$ cat src/rtl/if_fetch_unit.sv
// Instruction fetch unit: issues word-aligned requests to instruction memory,
// buffers up to two returned instructions in a small FIFO, and redirects on a
// branch from EXE. Responses belonging to a request made before a redirect are
// dropped so that only the branch target stream reaches the decode stage.
module if_fetch_unit #(
    parameter logic [31:0] RESET_PC = 32'h0000_0000
) (
    input  logic        clk,
    input  logic        rst,
    input  logic        freeze,
    input  logic        branch_taken,
    input  logic [31:0] branch_addr,
    output logic        mem_req,
    output logic [31:0] mem_addr,
    input  logic        mem_ack,
    input  logic [31:0] mem_rdata,
    output logic [31:0] pc_out,
    output logic [31:0] instruction_out,
    output logic        fetch_valid
);

    localparam logic [1:0] S_IDLE    = 2'd0;
    localparam logic [1:0] S_REQ     = 2'd1;
    localparam logic [1:0] S_DISCARD = 2'd2;

    logic [1:0]  state_q, state_d;
    logic [31:0] pc_q, pc_d;
    logic [1:0]  count_q, count_d;
    logic        mem_req_q, mem_req_d;
    logic [31:0] mem_addr_q, mem_addr_d;

    // FIFO storage: head is the entry presented downstream, tail the second one.
    logic [31:0] head_pc_q, head_pc_d;
    logic [31:0] head_ins_q, head_ins_d;
    logic [31:0] tail_pc_q, tail_pc_d;
    logic [31:0] tail_ins_q, tail_ins_d;

    logic        pop;
    logic        push;
    logic [1:0]  next_count;
    logic [1:0]  remaining;
    logic [31:0] br_target;
    logic [31:0] seq_addr;

    // Redirect targets are forced onto a word boundary; the sequential address
    // wraps naturally in 32-bit arithmetic.
    assign br_target  = {branch_addr[31:2], 2'b00};
    assign seq_addr   = mem_addr_q + 32'd4;

    assign fetch_valid = (count_q != 2'd0);
    assign pop         = fetch_valid & ~freeze & ~branch_taken;
    assign push        = (state_q == S_REQ) & mem_ack & ~branch_taken;
    assign next_count  = count_q + {1'b0, push} - {1'b0, pop};
    assign remaining   = count_q - {1'b0, pop};

    assign mem_req         = mem_req_q;
    assign mem_addr        = mem_addr_q;
    assign pc_out          = fetch_valid ? head_pc_q  : 32'd0;
    assign instruction_out = fetch_valid ? head_ins_q : 32'd0;

    // Request FSM, PC and occupancy next-state; a branch overrides everything.
    always_comb begin
        state_d    = state_q;
        pc_d       = pc_q;
        mem_req_d  = mem_req_q;
        mem_addr_d = mem_addr_q;
        count_d    = branch_taken ? 2'd0 : next_count;
        if (branch_taken) begin
            pc_d = br_target;
            case (state_q)
                S_IDLE: begin
                    state_d    = S_REQ;
                    mem_req_d  = 1'b1;
                    mem_addr_d = br_target;
                end
                S_REQ: begin
                    // With an ack the bus is free to take the target at once;
                    // otherwise the outstanding request must be held and drained.
                    if (mem_ack) begin
                        mem_addr_d = br_target;
                    end else begin
                        state_d = S_DISCARD;
                    end
                end
                default: begin
                    // Keep draining the stale request; pc now holds the latest target.
                    state_d = S_DISCARD;
                end
            endcase
        end else begin
            case (state_q)
                S_IDLE: begin
                    if (next_count < 2'd2) begin
                        state_d    = S_REQ;
                        mem_req_d  = 1'b1;
                        mem_addr_d = pc_q;
                    end
                end
                S_REQ: begin
                    if (mem_ack) begin
                        pc_d = seq_addr;
                        if (next_count < 2'd2) begin
                            mem_addr_d = seq_addr;
                        end else begin
                            state_d   = S_IDLE;
                            mem_req_d = 1'b0;
                        end
                    end
                end
                default: begin
                    if (mem_ack) begin
                        state_d    = S_REQ;
                        mem_addr_d = pc_q;
                    end
                end
            endcase
        end
    end

    // FIFO data next-state: shift the tail forward on pop, write at the first free slot on push.
    always_comb begin
        head_pc_d  = head_pc_q;
        head_ins_d = head_ins_q;
        tail_pc_d  = tail_pc_q;
        tail_ins_d = tail_ins_q;
        if (pop && (count_q == 2'd2)) begin
            head_pc_d  = tail_pc_q;
            head_ins_d = tail_ins_q;
        end
        if (push) begin
            if (remaining == 2'd0) begin
                head_pc_d  = seq_addr;
                head_ins_d = mem_rdata;
            end else begin
                tail_pc_d  = seq_addr;
                tail_ins_d = mem_rdata;
            end
        end
    end

    // Control state with asynchronous reset.
    always_ff @(posedge clk or posedge rst) begin
        if (rst) begin
            state_q    <= S_IDLE;
            pc_q       <= {RESET_PC[31:2], 2'b00};
            count_q    <= 2'd0;
            mem_req_q  <= 1'b0;
            mem_addr_q <= 32'd0;
        end else begin
            state_q    <= state_d;
            pc_q       <= pc_d;
            count_q    <= count_d;
            mem_req_q  <= mem_req_d;
            mem_addr_q <= mem_addr_d;
        end
    end

    // FIFO payload; contents are qualified by count so no reset is needed.
    always_ff @(posedge clk) begin
        head_pc_q  <= head_pc_d;
        head_ins_q <= head_ins_d;
        tail_pc_q  <= tail_pc_d;
        tail_ins_q <= tail_ins_d;
    end

endmodule

$ cat config.mk
export PLATFORM = sky130hd
export DESIGN_NAME = if_fetch_unit
export DESIGN_NICKNAME = d
export VERILOG_FILES = /design/src/rtl/if_fetch_unit.sv
export SDC_FILE = /design/constraint.sdc
export NUM_CORES = 1
export LEC_CHECK = 0
export CAP_MARGIN = 10
export CORE_UTILIZATION = 48
export CTS_CLUSTER_DIAMETER = 120
export DETAILED_ROUTE_END_ITERATION = 8
export PLACE_DENSITY = 0.73
export SYNTH_ARGS = -nofsm -noshare
export SYNTH_HDL_FRONTEND = slang
export SYNTH_SLANG_ARGS = --single-unit
$ cat constraint.sdc
create_clock -name clk -period 4.4 [get_ports clk]
set_clock_uncertainty 0.1 [all_clocks]
set_input_delay 0.88 -clock clk [delete_from_list [all_inputs] [get_ports clk]]
set_output_delay 0.88 -clock clk [all_outputs]
set_load 0.01 [all_outputs]
# Yosys cells after proc, flatten, opt, wreduce, memory -nomap -nowiden
# Cells that the tools add are included.
[totals]
output_inout_bits = 98
input_bits = 69
register_bits = 197
wordCells = 78
[op_classes]
magnitude_cmp = 1
n_eq_ne = 10
add_sub_neg = 4
reduce_logical = 13
bitwise = 7
muxes = 34
[ops]
columns = ["operator", "n"]
rows = [
  ["2-to-1 mux 32 bit", 17],
  ["one-hot mux 32 bit (2 select lines)", 2],
  ["adder 32 x 3 -> 32 bit (second input constant)", 1],
  ["AND reduction 5 bit", 3],
  ["2-to-1 mux 2 bit", 7],
  ["inequality test 3 bit (second input constant)", 4],
  ["one-hot mux 2 bit (2 select lines)", 2],
  ["nonzero test 2 bit", 4],
  ["2-to-1 mux 1 bit", 5],
  ["bitwise AND 1 bit", 4],
  ["zero test 2 bit", 2],
  ["AND reduction 2 bit", 2],
  ["subtractor 2 x 1 -> 2 bit", 2],
  ["inequality test 3 x 1 -> 1 bit (second input constant)", 1],
  ["inequality test 3 x 2 -> 1 bit (second input constant)", 1],
  ["inverter 1 bit", 3],
  ["nonzero test 3 bit", 1],
  ["adder 2 x 1 -> 2 bit", 1],
  ["equality test 2 x 1 -> 1 bit (second input constant)", 1],
  ["equality test 2 bit (second input constant)", 1],
  ["less-than comparator 2 bit (second input constant)", 1],
  ["inequality test 2 x 1 -> 1 bit (second input constant)", 1],
  ["inequality test 2 bit (second input constant)", 1],
  ["one-hot mux 1 bit (2 select lines)", 1],
  ["logical AND 1 bit", 1],
]

# Logic depth before layout (Yosys ltp)
# Gate-level depths: netlist of the first run.
[depth]
depth_word = 10
depth_mapped = 14
ltp_nobuf = 9

# Least setup slack after synthesis of the first run
# No wires, ideal clock.
[synth_timing]
path_kind = "input port to flip-flop"
start = "in branch_taken"
end = "reg tail_ins_q[0] (enable)"
t_required_ns = 3.814
n_path_buf = 3
setup_slack_ns = -0.585
setup_ns = 0.486
arrival_ns = 4.398
cell_stages = 6
cell_sequence = "clkbuf_1 -> inv_1 -> clkbuf_1 -> nand2_1 -> clkbuf_1 -> nor2_1"
[synth_between]
elab_chain_cells = 6
[synth_rtl]
columns = ["element", "line_no", "source"]
rows = [
  ["from (decl)", "11", "input logic branch_taken,"],
  ["inverter 1 bit (*)", "51, 52", ""],
  ["bitwise AND 1 bit", "51", "assign pop = fetch_valid & ~freeze & ~branch_taken;"],
  ["subtractor 2 x 1 -> 2 bit", "54", "assign remaining = count_q - {1'b0, pop};"],
  ["zero test 2 bit", "131", "if (remaining == 2'd0) begin"],
  ["inverter 1 bit (no source line)", "n/a", ""],
  ["AND reduction 2 bit (no source line) (*)", "n/a", ""],
  ["to (signal assigned)", "163", "tail_ins_q <= tail_ins_d;"],
  ["to (decl)", "36", "logic [31:0] tail_ins_q, tail_ins_d;"],
]
# Mark *: on every way between the ends. The rest lies on a longest branch, timed or not.
# A chain may end at the register's enable or synchronous reset.

# Final worst setup path of the first run
[layout_timing]
start = "reg count_q[1]"
end = "out pc_out[17]"
[layout_between]
elab_chain_cells = 2
[layout_rtl]
columns = ["element", "line_no", "source"]
rows = [
  ["from (decl)", "28", "logic [1:0] count_q, count_d;"],
  ["from (signal assigned)", "152", "count_q <= count_d;"],
  ["nonzero test 2 bit", "50", "assign fetch_valid = (count_q != 2'd0);"],
  ["2-to-1 mux 32 bit", "58", "assign pc_out = fetch_valid ? head_pc_q : 32'd0;"],
  ["to (decl)", "17", "output logic [31:0] pc_out,"],
]
# Every way passes these cells.

==> results.ini, run 1 <==
[run_status]
status = finished, final reports clean

[synth]
syn_nets = 1019
synth_seq_area_share_pct = 52.5
syn_area_mm2 = 0.00939
avgSynthCellArea_um2 = 9.91
yosys_most_used_dff = dfrtp_1
postSynthCellCount = 948
yosys_warnings = 0
ys_types = 62
async_reset_ff_share_pct = 35.0
synth-edff-count = 64
ys_seq_elements = 197

[layout]
nNetsFinal = 1149
register_area_mm2 = 0.00493
mostFrequentLayoutCell = clkdlybuf4s50_1
num_antenna_cells = 0
fillers = 1634
multi_input_area_mm2 = 0.00410
drive_above_1_share_pct = 7.33
syn2layout_area_growth_pct = 25.7
layout_common_cells = clkdlybuf4s50_1 (163), a21oi_1 (95), nor2_1 (94)

[setup_path]
worstPathMaxFanout = 38
endpoint_kind = primary output
worstSetupStartpointType = register
cp.required_ns = 3.42
worstPathArrival_ns = 2.52
critPathKind = reg2out

[clocking]
cts_max_level = 4
clock_path_buffers = 2
cts.hold.buffers_added = 0
cts_tree = yes
worst_skew_pair.late_latency_ns = 0.43
cts_setup_buffers = 0
numCtsBuffers = 17
root_buffer = clkbuf_16
path_clk_slew_ns = 0.07
ctsResizeCount = 0
cts.sinks = 197

[timing]
rsz0062_at_grt = false
tightest_slew_ns = 0.817
fin_setup_tns_ns = 0
fmax_mhz = 286
hold_viol = 0
fin_crit_sh_pct = 79.5
relSlewSlack_pct = 45.4
report.final.slew_viol_count = 0
finalSetupViolCount = 0
post-route-min-period_ns = 3.50

[floorplan]
ios = 167
die_area_mm2 = 0.0201
core_mm2 = 0.0190
rows = 50
die_y_um = 142
initial_utilization_pct = 49.5
chipWidth_um = 142

[routing]
wire_per_inst_um = 17.0
vias = 7442
ant_nets = 0
post-route-drc-count = 0
drt_iter0_markers = 696
vias_per_cell = 5.51
dr.pass1.iters = 6
wl_mm = 22.9

[place]
port_buffers = 164
dp_hpwl_mm = 15.2
globalplace.congestion = 0.873

[global_route]
grt_overflow = 0
grt_pass1_wl_mm = 36.7
grt_pass1_vias = 6819
gr-usage-all-layers_pct = 23.6
antenna_found_initial = 0
grt_max_degree = 65

[job]
maxCapViolCount = 0

[power_and_ir_drop]
p_per_area_mw_per_mm2 = 601
vdd_drop_max_mv = 0.357
p_leak_nw = 4.45
power_mw = 7.10

[min_path]
hold_path_class = reg2reg

==> power by group <==
part	leakage [nW]	internal, mW	switching, mW
sequential	1.97	2.46	0.471
combinational	2.22	1.35	1.37
clock	0.261	0.737	0.720
total	4.45	4.54	2.56
==> path summary, 6_finish.rpt <==
| check | from | to | cells past startpoint | slack, ns |
|---|---|---|---|---|
| worst max-delay path | count_q[1] | pc_out[17] | 4 | 0.90 |
| worst min-delay path | pc_q[0] | mem_addr[0] | 1 | 0.43 |
| worst max register to register | state_q[1] | mem_addr[30] | 10 | 1.42 |
| worst min register to register | pc_q[0] | mem_addr[0] | 1 | 0.43 |
| max in group asynchronous | rst | mem_addr[26] | 3 | 2.74 |
| min in group asynchronous | rst | mem_addr[12] | 2 | 0.68 |
==> registers in the layout (all words and copies together) (netlist names) <==
register / count
tail_pc_q: 32
state_q: 2
head_pc_q: 32
tail_ins_q: 32
head_ins_q: 32
count_q: 2
mem_req: 1
mem_addr: 32
pc_q: 32
==> metrics by stage <==
step / setup slack, ns / hold WS, ns / instance area, um2 / std cells / utilization (%)
detailed placement: 0.522 / 0.412 / 11300 / 1319 / 59.4
CTS: 0.868 / 0.428 / 11800 / 1351 / 62.3
finish: 0.902 / 0.433 / 11800 / 1351 / 62.3
global placement: 0.580 / 0.387 / 11300 / 1319 / 59.4
global route: 0.683 / 0.461 / 11800 / 1351 / 62.3
floorplan: 0.486 / 0.366 / 9390 / 948 / -
==> cell usage after synthesis (5+ instances only) <==
cell type	instances	area share [%]
o21ai_0	59	3.1
nand4_1	11	0.73
nor2_1	95	3.8
xor2_1	10	0.93
mux2_2	12	1.4
mux2i_1	60	6.4
o21bai_1	5	0.40
a22oi_1	9	0.72
o22ai_1	8	0.53
o31a_1	8	0.75
nor4_1	5	0.33
clkbuf_1	53	2.1
nor3_1	7	0.37
edfxtp_1	64	20
inv_1	26	1.0
dfrtp_1	69	18
dfxtp_1	64	14
buf_2	8	0.43
xnor2_1	22	2.1
nand3_1	22	1.2
a222oi_1	6	0.64
and2_1	66	4.4
and3_1	18	1.2
o31ai_1	5	0.40
buf_1	6	0.24
a21oi_1	95	5.1
nand2_1	61	2.4
==> per-layer routing <==
metal	share of wire, %	up-vias	global-route usage, %
met4	1.5	0	7.58
met2	44	281	35.9
met5	0	-	0
met1	48	3507	34.6
met3	6.4	26	3.78
li1	-	3628	-
==> cell type report <==
class,count,area share (%)
Inverter,26,0.827
Tap cell,260,2.76
Clock inverter,15,0.997
Multi-Input combinational cell,654,34.7
Clock buffer,17,3.60
Sequential cell,197,41.8
Timing Repair Buffer,182,15.3
==> kinds of logic after synthesis <==
| logic type | Yosys count | synth area share, % |
|---|---|---|
| AOI/OAI and AO/OA | 231 | 14.9 |
| xor gates and xnor gates | 32 | 2.98 |
| adders and majority gates | 2 | 0.266 |
| buffers and inverters | 97 | 4.14 |
| DFF | 197 | 52.5 |
| muxes | 72 | 7.83 |
| and+or+nand+nor | 317 | 17.4 |
==> worst max-delay path, stage by stage, from the launching register on <==
cell	delay (ns)
dfrtp_1	0.48
or2_2	0.46
buf_4	0.40
and2_1	0.18
clkdlybuf4s50_1	0.56
Note: power is estimated with default switching activity, not from simulation.
==> run 2: changes to the inputs <==
==> constraint.sdc (replaced) <==
create_clock -name clk -period 2.9 [get_ports clk]
set_clock_uncertainty 0.1 [all_clocks]
set_input_delay 0.58 -clock clk [delete_from_list [all_inputs] [get_ports clk]]
set_output_delay 0.58 -clock clk [all_outputs]
set_load 0.01 [all_outputs]
==> results.ini, run 2 (synthesis gave the netlist of run 1 again) <==
[run_status]
status = finished, final reports clean

[timing]
fin_crit_sh_pct = 97.9
fmax_mhz = 352
tightest_slew_ns = 0.608
rsz0062_at_grt = false
post-route-min-period_ns = 2.84
fin_setup_tns_ns = 0
finalSetupViolCount = 0
hold_viol = 0
report.final.slew_viol_count = 0
relSlewSlack_pct = 59.2

[routing]
vias = 7558
drt_iter0_markers = 660
post-route-drc-count = 0
wire_per_inst_um = 17.1
dr.pass1.iters = 9
ant_nets = 0
vias_per_cell = 5.50
wl_mm = 23.6

[layout]
layout_common_cells = clkdlybuf4s50_1 (163), a21oi_1 (95), nor2_1 (94)
mostFrequentLayoutCell = clkdlybuf4s50_1
nNetsFinal = 1172
drive_above_1_share_pct = 9.25
syn2layout_area_growth_pct = 28.8
fillers = 1585
num_antenna_cells = 0

[power_and_ir_drop]
p_leak_nw = 4.61
power_mw = 11.1
p_clk_share_pct = 20.8
swShare_pct = 35.5
intPower_mw = 7.15
combPwrFrac_pct = 39.4
p_switching_mw = 3.94
p_per_area_mw_per_mm2 = 917
vdd_drop_max_mv = 0.509
p_seq_share_pct = 39.8

[setup_path]
worstSetupStartpointType = register
rr_worst_depth = 6
path_buf_inv = 2
crit_chain = or2_2, buf_12, and2_1, clkdlybuf4s50_1
rrSetupSlack_ns = 0.39
slowest_delay_ns = 0.52
worst_path_max_delay_cell = clkdlybuf4s50_1
worstPathArrival_ns = 2.16
cp.required_ns = 2.22
r2r-start = mem_addr[2]
crit_start = count_q[1]
critPathKind = reg2out
cpLargestDelayFamily = buffers and inverters
worstPathMaxFanout = 65
worstReg2RegEnd = pc_q[16]
endpoint_kind = primary output

[global_route]
grt_pass1_vias = 6975
grt_pass1_wl_mm = 37.3
gr-usage-all-layers_pct = 24.0
grt_overflow = 0
grt_max_degree = 129
antenna_found_initial = 0

[floorplan]
core_mm2 = 0.0190
ios = 167
die_y_um = 142
initial_utilization_pct = 49.5
die_area_mm2 = 0.0201
chipWidth_um = 142
rows = 50

[job]
maxCapViolCount = 0

[min_path]
hold_path_startpoint = head_ins_q[25]
holdPathStages = 2
whs_endpoint = head_ins_q[25]
hold_path_class = reg2reg

[clocking]
cts_setup_buffers = 0
cts_max_level = 4
worst_skew_pair.late_latency_ns = 0.43
cts.sinks = 197
cts.hold.buffers_added = 0
ctsResizeCount = 0
cts_tree = yes
path_clk_slew_ns = 0.07
numCtsBuffers = 17
clock_path_buffers = 2
root_buffer = clkbuf_16

[place]
globalplace.congestion = 0.858
dp_hpwl_mm = 15.8
port_buffers = 164

## run 2: layout make-up
cell class | instances | area [um2] | share of cell area [%]
clock buffers | 20 | 447 | 3.69
clock inverters | 12 | 120 | 0.993
inverters | 26 | 97.6 | 0.807
multi-input cells | 654 | 4100 | 33.9
flip-flops and latches | 197 | 4930 | 40.8
well taps | 260 | 325 | 2.69
repair buffers | 205 | 2070 | 17.1
## run 2: routing by layer
layer,vias to the layer above,GRT usage [%],share of wire [%]
met3,30,4.25,7.6
met2,309,37.0,45
li1,3679,-,-
met5,-,0,0
met1,3540,34.6,46
met4,0,6.56,1.4
## run 2: worst max-delay path by stage
stage                    endpoint  slack, ns  cells after the start
detailed placement   mem_addr[12]      -0.13                     12
floorplan           tail_ins_q[0]      0.005                      6
CTS                    pc_out[30]       0.07                      4
global placement     mem_addr[25]      -0.09                     12
finish                 pc_out[10]       0.06                      4
global route           pc_out[10]      0.001                      4
## run 2: worst reg2reg max path: cells and delay by family (launching register included)
kind,cells,cell delay (ns)
AND/OR/NAND/NOR,2,0.80
flip-flops,1,0.47
AO/OA/AOI/OAI,1,0.17
multiplexers,1,0.15
adder cells (fa/ha/maj),1,0.25
XOR/XNOR,1,0.50
## run 2: power by group through the flow
stage	Combinational (mW)	Sequential, mW	Clock, mW
2_1_floorplan	2.46	4.33	0
3_3_place_gp	4.25	4.43	0
3_5_place_dp	4.35	4.46	0
4_1_cts	4.36	4.41	2.34
5_1_grt	4.76	4.54	2.46
6_report	4.37	4.41	2.30
## run 2: through the flow
step	worst slack (ns)	util [%]	hold WS, ns	instances	instance area (um2)
floorplan	0.00518	-	0.366	948	9420
global placement	-0.0924	60.8	0.390	1342	11500
detailed placement	-0.132	60.8	0.423	1342	11500
CTS	0.0707	63.8	0.428	1374	12100
global route	0.00116	63.8	0.449	1374	12100
finish	0.0605	63.8	0.434	1374	12100
==> run 3: changes to the inputs <==
--- a/config.mk
+++ b/config.mk
@@ -6,10 +6,12 @@
 export NUM_CORES = 1
 export LEC_CHECK = 0
 export CAP_MARGIN = 10
+export CORE_MARGIN = 2
 export CORE_UTILIZATION = 48
 export CTS_CLUSTER_DIAMETER = 120
 export DETAILED_ROUTE_END_ITERATION = 8
-export PLACE_DENSITY = 0.73
+export MAX_ROUTING_LAYER = met4
+export PLACE_DENSITY = 0.77
 export SYNTH_ARGS = -nofsm -noshare
 export SYNTH_HDL_FRONTEND = slang
 export SYNTH_SLANG_ARGS = --single-unit
==> results.ini, run 3 (synthesis gave the netlist of run 1 again) <==
[run_status]
status = finished, final reports clean

[routing]
post-route-drc-count = 0
wire_per_inst_um = 17.4
wl_mm = 24.0
vias = 7638
vias_per_cell = 5.52
drt_iter0_markers = 604
ant_nets = 0
dr.pass1.iters = 5

[timing]
rsz0062_at_grt = false
finalSetupViolCount = 0
fmax_mhz = 363
tightest_slew_ns = 0.726
relSlewSlack_pct = 51.5
fin_ws_ns = 0.142
whs_ns = 0.339
hold_viol = 0
report.final.slew_viol_count = 0
post-route-min-period_ns = 2.76
fin_crit_sh_pct = 95.1

[power_and_ir_drop]
p_leak_nw = 4.64
power_mw = 11.3
p_per_area_mw_per_mm2 = 925
vdd_drop_max_mv = 0.537

[place]
pre_cts_slack_ns = -0.157
dp_hpwl_mm = 16.4
globalplace.congestion = 0.924
port_buffers = 164

[min_path]
hold_path_class = in2reg

[global_route]
grt_pass1_vias = 7131
gr-usage-all-layers_pct = 23.9
antenna_found_initial = 0
grt_max_degree = 129
grt_pass1_wl_mm = 37.5
grt_overflow = 0

[clocking]
cts.sinks = 197
cts_max_level = 4
worst_skew_pair.late_latency_ns = 0.43
numCtsBuffers = 17
clock_path_buffers = 2
root_buffer = clkbuf_16
path_clk_slew_ns = 0.07
cts_tree = yes

[floorplan]
chipWidth_um = 144
rows = 51
core_mm2 = 0.0193
die_y_um = 144
ios = 167
die_area_mm2 = 0.0207
initial_utilization_pct = 48.6

[setup_path]
cp.required_ns = 2.22
worstSetupStartpointType = register
worstPathArrival_ns = 2.08
worstPathMaxFanout = 23
critPathKind = reg2out
endpoint_kind = primary output

[layout]
drive_above_1_share_pct = 9.48
nNetsFinal = 1176
multi_input_area_mm2 = 0.00411
num_antenna_cells = 0
fillers = 1593
layout_common_cells = clkdlybuf4s50_1 (163), a21oi_1 (95), nor2_1 (94)
register_area_mm2 = 0.00493
mostFrequentLayoutCell = clkdlybuf4s50_1
syn2layout_area_growth_pct = 29.7

[job]
maxCapViolCount = 0

run 3: final timing paths:
| path | from | endpoint | slack, ns | depth (start not counted) |
|---|---|---|---|---|
| min in group asynchronous | rst | pc_q[7] | 0.48 | 2 |
| hold reg to reg | pc_q[0] | mem_addr[0] | 0.41 | 1 |
| setup reg to reg | mem_addr[3] | pc_q[30] | 0.36 | 6 |
| hold / removal | branch_taken | pc_q[1] | 0.34 | 2 |
| setup / recovery | count_q[0] | pc_out[13] | 0.14 | 4 |
| max in group asynchronous | rst | pc_q[26] | 1.62 | 3 |
run 3: per-stage QoR:
| stage | instance area (um2) | std cells | utilization [%] | TNS, ns |
|---|---|---|---|---|
| floorplan | 9420 | 948 | - | 0 |
| global placement | 11500 | 1349 | 59.7 | -1.39 |
| detailed placement | 11500 | 1349 | 59.7 | -3.05 |
| CTS | 12200 | 1381 | 62.9 | 0 |
| global route | 12200 | 1383 | 63.0 | 0 |
| finish | 12200 | 1383 | 63.0 | 0 |
run 3: timing repair:
| item | in CTS | in global routing |
|---|---|---|
| hold buffers | 0 | 0 |
| resized for setup | 3 | 1 |
| pin swaps | 0 | 1 |
| endpoints found under the hold margin | 0 | 0 |
| buffers inserted | 0 | 2 |
| endpoints found under the setup margin | 51 | 29 |
run 3: worst max-delay path: stages, from the launching register on:
cell and delay, ns:
dfrtp_1 0.44, or2_4 0.33, buf_6 0.18, and2_1 0.16, clkdlybuf4s50_1 0.53
run 3: cell type report:
type / count / area share (%)
Clock buffer: 24 / 3.96
Tap cell: 265 / 2.72
Sequential cell: 197 / 40.5
Timing Repair Buffer: 209 / 17.3
Multi-Input combinational cell: 654 / 33.7
Clock inverter: 8 / 1.01
Inverter: 26 / 0.801
run 3: where the power goes:
group	total, mW	switching, mW	internal (mW)
clock network	2.44	1.01	1.43
logic	4.40	2.20	2.20
registers	4.42	0.685	3.73
run 3: routing by layer:
metal	routed length (um)	global-route usage, %
met5	0	-
met1	10900	33.1
met3	1820	4.10
met2	10900	35.9
met4	384	7.95
